## src/rtl/bcd2bin_load_2dig.sv

```systemverilog
// Two-digit BCD-to-binary loader: validates a tens/units pair and converts it serially into an N-bit value with range check.
// Optional feature macro BCD2BIN_SATURATE_EN: out-of-range results load MAX instead of holding the previous value.
module bcd2bin_load_2dig #(
    parameter int         N   = 6,
    parameter int         MAX = 59,
    parameter logic [3:0] SEL = 4'd9
) (
    input  logic         clk,
    input  logic         reset,
    input  logic [3:0]   en_count,
    input  logic         load,
    input  logic [3:0]   digit1,
    input  logic [3:0]   digit0,
    output logic [N-1:0] bin_out,
    output logic         busy,
    output logic         done,
    output logic         err
);

    typedef enum logic [1:0] {
        S_IDLE  = 2'd0,
        S_CHECK = 2'd1,
        S_CONV  = 2'd2,
        S_DONE  = 2'd3
    } state_t;

    localparam logic [7:0] MAX_8 = MAX[7:0];
`ifdef BCD2BIN_SATURATE_EN
    localparam logic [N-1:0] MAX_N = MAX[N-1:0];
`endif

    state_t       state_r, state_s;
    logic         load_reg_r;
    logic         load_tick_s;
    logic [7:0]   bcd_sh_r, bcd_sh_s;
    logic [7:0]   bin_sh_r, bin_sh_s;
    logic [15:0]  shift_s;
    logic [2:0]   iter_r, iter_s;
    logic         bad_digit_s;
    logic [N-1:0] bin_out_r, bin_out_s;
    logic         err_r, err_s;
    logic         done_r, busy_r;

    // Reverse double-dabble correction: a nibble >= 8 after the shift carried a tens bit worth 5, not 8.
    function automatic logic [3:0] nibble_fix(input logic [3:0] nib);
        logic [3:0] res;
        if (nib >= 4'd8) begin
            res = nib - 4'd3;
        end else begin
            res = nib;
        end
        return res;
    endfunction

    assign bin_out = bin_out_r;
    assign busy    = busy_r;
    assign done    = done_r;
    assign err     = err_r;

    // Next-state, datapath and result computation; results are captured on entry to DONE so they are valid in that cycle.
    always_comb begin
        state_s     = state_r;
        bcd_sh_s    = bcd_sh_r;
        bin_sh_s    = bin_sh_r;
        iter_s      = iter_r;
        bin_out_s   = bin_out_r;
        err_s       = err_r;
        load_tick_s = load & ~load_reg_r;
        shift_s     = {bcd_sh_r, bin_sh_r} >> 1;
        bad_digit_s = (bcd_sh_r[7:4] > 4'd9) || (bcd_sh_r[3:0] > 4'd9);

        case (state_r)
            S_IDLE: begin
                if (load_tick_s && (en_count == SEL)) begin
                    bcd_sh_s = {digit1, digit0};
                    bin_sh_s = 8'd0;
                    state_s  = S_CHECK;
                end else begin
                    state_s  = S_IDLE;
                end
            end
            S_CHECK: begin
                if (bad_digit_s) begin
                    err_s   = 1'b1;
                    state_s = S_DONE;
                end else begin
                    iter_s  = 3'd0;
                    state_s = S_CONV;
                end
            end
            S_CONV: begin
                bcd_sh_s = {nibble_fix(shift_s[15:12]), nibble_fix(shift_s[11:8])};
                bin_sh_s = shift_s[7:0];
                iter_s   = iter_r + 3'd1;
                if (iter_r == 3'd7) begin
                    state_s = S_DONE;
                    // Range check on the full 8-bit value so truncation cannot hide an overflow.
                    if (bin_sh_s > MAX_8) begin
                        err_s = 1'b1;
`ifdef BCD2BIN_SATURATE_EN
                        bin_out_s = MAX_N;
`else
                        bin_out_s = bin_out_r;
`endif
                    end else begin
                        err_s     = 1'b0;
                        bin_out_s = bin_sh_s[N-1:0];
                    end
                end else begin
                    state_s = S_CONV;
                end
            end
            S_DONE: begin
                state_s = S_IDLE;
            end
            default: begin
                state_s = S_IDLE;
            end
        endcase
    end

    // State, datapath and registered outputs with synchronous reset.
    always_ff @(posedge clk) begin
        if (reset) begin
            state_r    <= S_IDLE;
            load_reg_r <= 1'b1;
            bcd_sh_r   <= 8'd0;
            bin_sh_r   <= 8'd0;
            iter_r     <= 3'd0;
            bin_out_r  <= '0;
            err_r      <= 1'b0;
            done_r     <= 1'b0;
            busy_r     <= 1'b0;
        end else begin
            state_r    <= state_s;
            load_reg_r <= load;
            bcd_sh_r   <= bcd_sh_s;
            bin_sh_r   <= bin_sh_s;
            iter_r     <= iter_s;
            bin_out_r  <= bin_out_s;
            err_r      <= err_s;
            done_r     <= (state_s == S_DONE);
            busy_r     <= (state_s != S_IDLE);
        end
    end

endmodule
```

## config.mk

```make
export PLATFORM = sky130hd
export DESIGN_NAME = bcd2bin_load_2dig
export DESIGN_NICKNAME = d
export VERILOG_FILES = /design/src/rtl/bcd2bin_load_2dig.sv
export SDC_FILE = /design/constraint.sdc
export NUM_CORES = 1
export LEC_CHECK = 0
export CAP_MARGIN = 30
export CORE_MARGIN = 2
export CORE_UTILIZATION = 53
export DETAILED_ROUTE_END_ITERATION = 8
export PLACE_DENSITY_LB_ADDON = 0.2
export SETUP_SLACK_MARGIN = 0.15
export SLEW_MARGIN = 20
export SYNTH_ARGS = -nofsm -noshare
export SYNTH_HDL_FRONTEND = slang
export SYNTH_SLANG_ARGS = --single-unit
export TNS_END_PERCENT = 1
```

## constraint.sdc

```tcl
create_clock -name clk -period 2.25 [get_ports clk]
set_input_delay 0.675 -clock clk [delete_from_list [all_inputs] [get_ports clk]]
set_output_delay 0.675 -clock clk [all_outputs]
set_load 0.02 [all_outputs]
```

==> flow_summary.ini <==
[power_and_ir_drop]
power_density_mw_per_mm2 = 718
pwr-share-clk = 0.333
power_switching_uw = 338
worst_ir_drop_vdd_v = 0.000666
p_seq_frac = 0.460
swShare = 0.271
p_int_uw = 907
p_leak_uw = 0.000687
comb_power_share = 0.206

[critical_path]
crit_fanout = 2
required_ns = 1.57
crit_chain = clkdlybuf4s50_1
worst-setup-path-type = reg2out
worst_r2r_endpoint = bcd_sh_r[3]
cp.arrival_ns = 1.29
worst-r2r-setup-slack_ns = 0.55
r2r-start = state_r[0]
crit_buf_inv = 1
slowest_delay_ns = 0.61
cpLargestDelayFamily = buffers and inverters
start_kind = flip-flop
reg2regPathDepth = 7
crit_end = bin_out[5]
worst-path-stages = 1
startpoint = bin_out[5]
crit_path_end_kind = output port
slowest_stage = clkdlybuf4s50_1

[yosys]
syn_nets = 157
syn_inst = 134
synth-seq-cells = 30
synthTopCellsByArea = dfxtp_1 44%, mux2i_1 10%, ha_1 7.3%
synth_area_mm2 = 0.00138
yosys_warnings = 0
ys_types = 34
yosysSeqAreaShare = 0.435
synth.avg_cell_area_um2 = 10.3
yosys.area.top_type_share = 0.435
synth_area_leader_cell = dfxtp_1

[layout]
nFillCells = 204
stdcell_count = 195
final_layout_size_suffix_gt1_frac = 0.176
nets = 187
diodes = 0
fin_util = 0.699
syn_to_final_growth_pct = 25.6

[place]
hpwl_um = 1930
place_inst = 187
portBuffers = 23
place_ws_ns = 0.0526
place_congestion = 0.729

[detailed_routing]
first_iter_violations = 21
dr.pass1.iters = 4
wl_per_cell_um = 13.3
post-route-drc-count = 0
num_vias = 1066
vias_per_cell = 5.47
drtAntennaViolNets = 0
routed_wirelength_um = 2590

[sta]
rsz0062_at_grt = no
fmax_mhz = 509
setup_viol = 0
min_period_ns = 1.96
tightest_slew_ns = 0.453
fin_crit_sh = 0.872
max-slew-margin-rel = 0.695
finalHoldViolCount = 0
worst_slack_ns = 0.287
clock_skew_ns = 0.00866
finalSetupTns_ns = 0
report.final.slew_viol_count = 0
holdWs_ns = 0.490

[global_route]
first_global_vias = 1020
grtUsageMet3 = 0.0645
grt_util_met2 = 0.323
track_usage = 0.198
grt_most_used_layer = met2
grtUsageMet1 = 0.229
grt_overflow_total = 0
grt_max_degree = 14
antenna_found_initial = 0
grt_pass1_wl_um = 4150

[clock_tree]
clk_pin_slew_ns = 0.10
cts_buffer_depth = 2
post_cts_resize_count = 0
cts_hold_buf = 0
cts_tree = built
clock_latency_ns = 0.32
post-cts-setup-buffers = 0
cts_sinks = 30
h-tree-depth = 2
cts_buffers = 5
root_buffer = clkbuf_4

[die]
die_area_mm2 = 0.00303
fp.dieH_um = 55.0
core_area_mm2 = 0.00248
io_pins = 24
row_count = 18
fp.dieW_um = 55.0
floorplan.initialDensity = 0.557

[flow_run]
maxCapViolations = 0

[hold_path]
worstHoldPathType = reg2reg

[status]
status = finished clean
-- area by class of cell --
cell class | count | area (µm²) | area share
Clock inverter | 3 | 40.0 | 0.0231
Timing Repair Buffer | 28 | 268 | 0.155
Multi-Input combinational cell | 93 | 727 | 0.419
Clock buffer | 5 | 37.5 | 0.0217
Sequential cell | 30 | 601 | 0.347
Inverter | 6 | 22.5 | 0.0130
Tap cell | 30 | 37.5 | 0.0217
-- worst min-delay path by stage --
stage                           start  cells past startpoint     endpoint  slack [ns]
after floorplan             iter_r[0]                      2    iter_r[0]        0.44
after global placement      iter_r[0]                      2    iter_r[0]        0.45
after detailed placement  bin_sh_r[1]                      1  bin_sh_r[1]        0.47
after CTS                   iter_r[0]                      2    iter_r[0]        0.50
after global routing      bin_sh_r[1]                      1  bin_sh_r[1]        0.52
final                       iter_r[0]                      2    iter_r[0]        0.49
-- routing by layer --
layer | routed length, µm | vias to the layer above
met2 | 1240 | 24
met3 | 105 | 10
li1 | - | 533
met5 | 0 | -
met4 | 78 | 0
met1 | 1160 | 499
-- cell families (layout without fill, tap and decap cells) --
kind of cell    Yosys count  in the layout  synth area share
simple gates             40             40             0.151
fa+ha+maj                 8              8            0.0725
buf+inv                  11             42            0.0381
mux                      14             14             0.102
xor+xnor                  2              2            0.0127
flops                    30             30             0.435
compound gates           29             29             0.189
-- worst reg2reg max path, cell delays in order (launching register included) --
cell and delay [ns]:
dfxtp_1 0.33, inv_1 0.11, ha_1 0.33, inv_1 0.21
o2bb2ai_4 0.18, buf_4 0.21, nor2_1 0.06, a211oi_1 0.21
-- cells in the mapped netlist --
cell type and n:
dfxtp_1 30, nor2_1 24, mux2i_1 14, ha_1 8, a22o_2 7, a21oi_1 6, inv_1 6, a211oi_1 4
clkbuf_1 3, nor2b_1 3, a32oi_1 2, nand2_1 2, nand4_1 2, or2_2 2, xnor2_1 2, a211oi_4 1
a21bo_2 1, a221oi_2 1, a311oi_1 1, a31oi_1 1, and2_1 1, and3b_2 1, and4bb_2 1, buf_4 1
buf_6 1, nand2b_1 1, nand3_1 1, nand3b_1 1, nand3b_4 1, o211ai_1 1, o21ai_0 1, o21ai_1 1
o2bb2ai_4 1, o31ai_1 1
-- power by group through the flow --
stage | Sequential (µW) | Combinational, µW | Clock (µW)
2_1_floorplan | 597 | 152 | 0
3_3_place_gp | 582 | 246 | 0
3_5_place_dp | 584 | 253 | 0
4_1_cts | 572 | 258 | 423
5_1_grt | 575 | 282 | 435
6_report | 573 | 257 | 415
-- flip-flops by register name (all words and copies together), names as in the netlist --
| signal | count |
|---|---|
| iter_r | 3 |
| err | 1 |
| done | 1 |
| load_reg_r | 1 |
| bin_out | 6 |
| busy | 1 |
| state_r | 2 |
| bin_sh_r | 7 |
| bcd_sh_r | 8 |
-- cell usage in the layout, fill, tap and decap left out, drive strengths merged, types with 2 or more instances in the layout --
cell / n
clkdlybuf4s50: 23
a32oi: 2
a21oi: 6
buf: 5
mux2i: 14
a211oi: 5
ha: 8
nor2b: 3
o21ai: 2
or2: 2
dfxtp: 30
xnor2: 2
nand2: 2
a22o: 7
clkbuf: 5
nand3b: 2
clkinv: 2
nor2: 24
inv: 6
nand4: 2
-- per-stage QoR --
stage | instance area [µm²] | power [µW]
floorplan | 1380 | 749
global placement | 1660 | 829
detailed placement | 1660 | 837
CTS | 1730 | 1250
global route | 1730 | 1290
finish | 1730 | 1240
Note: power is estimated with default switching activity, not from simulation.
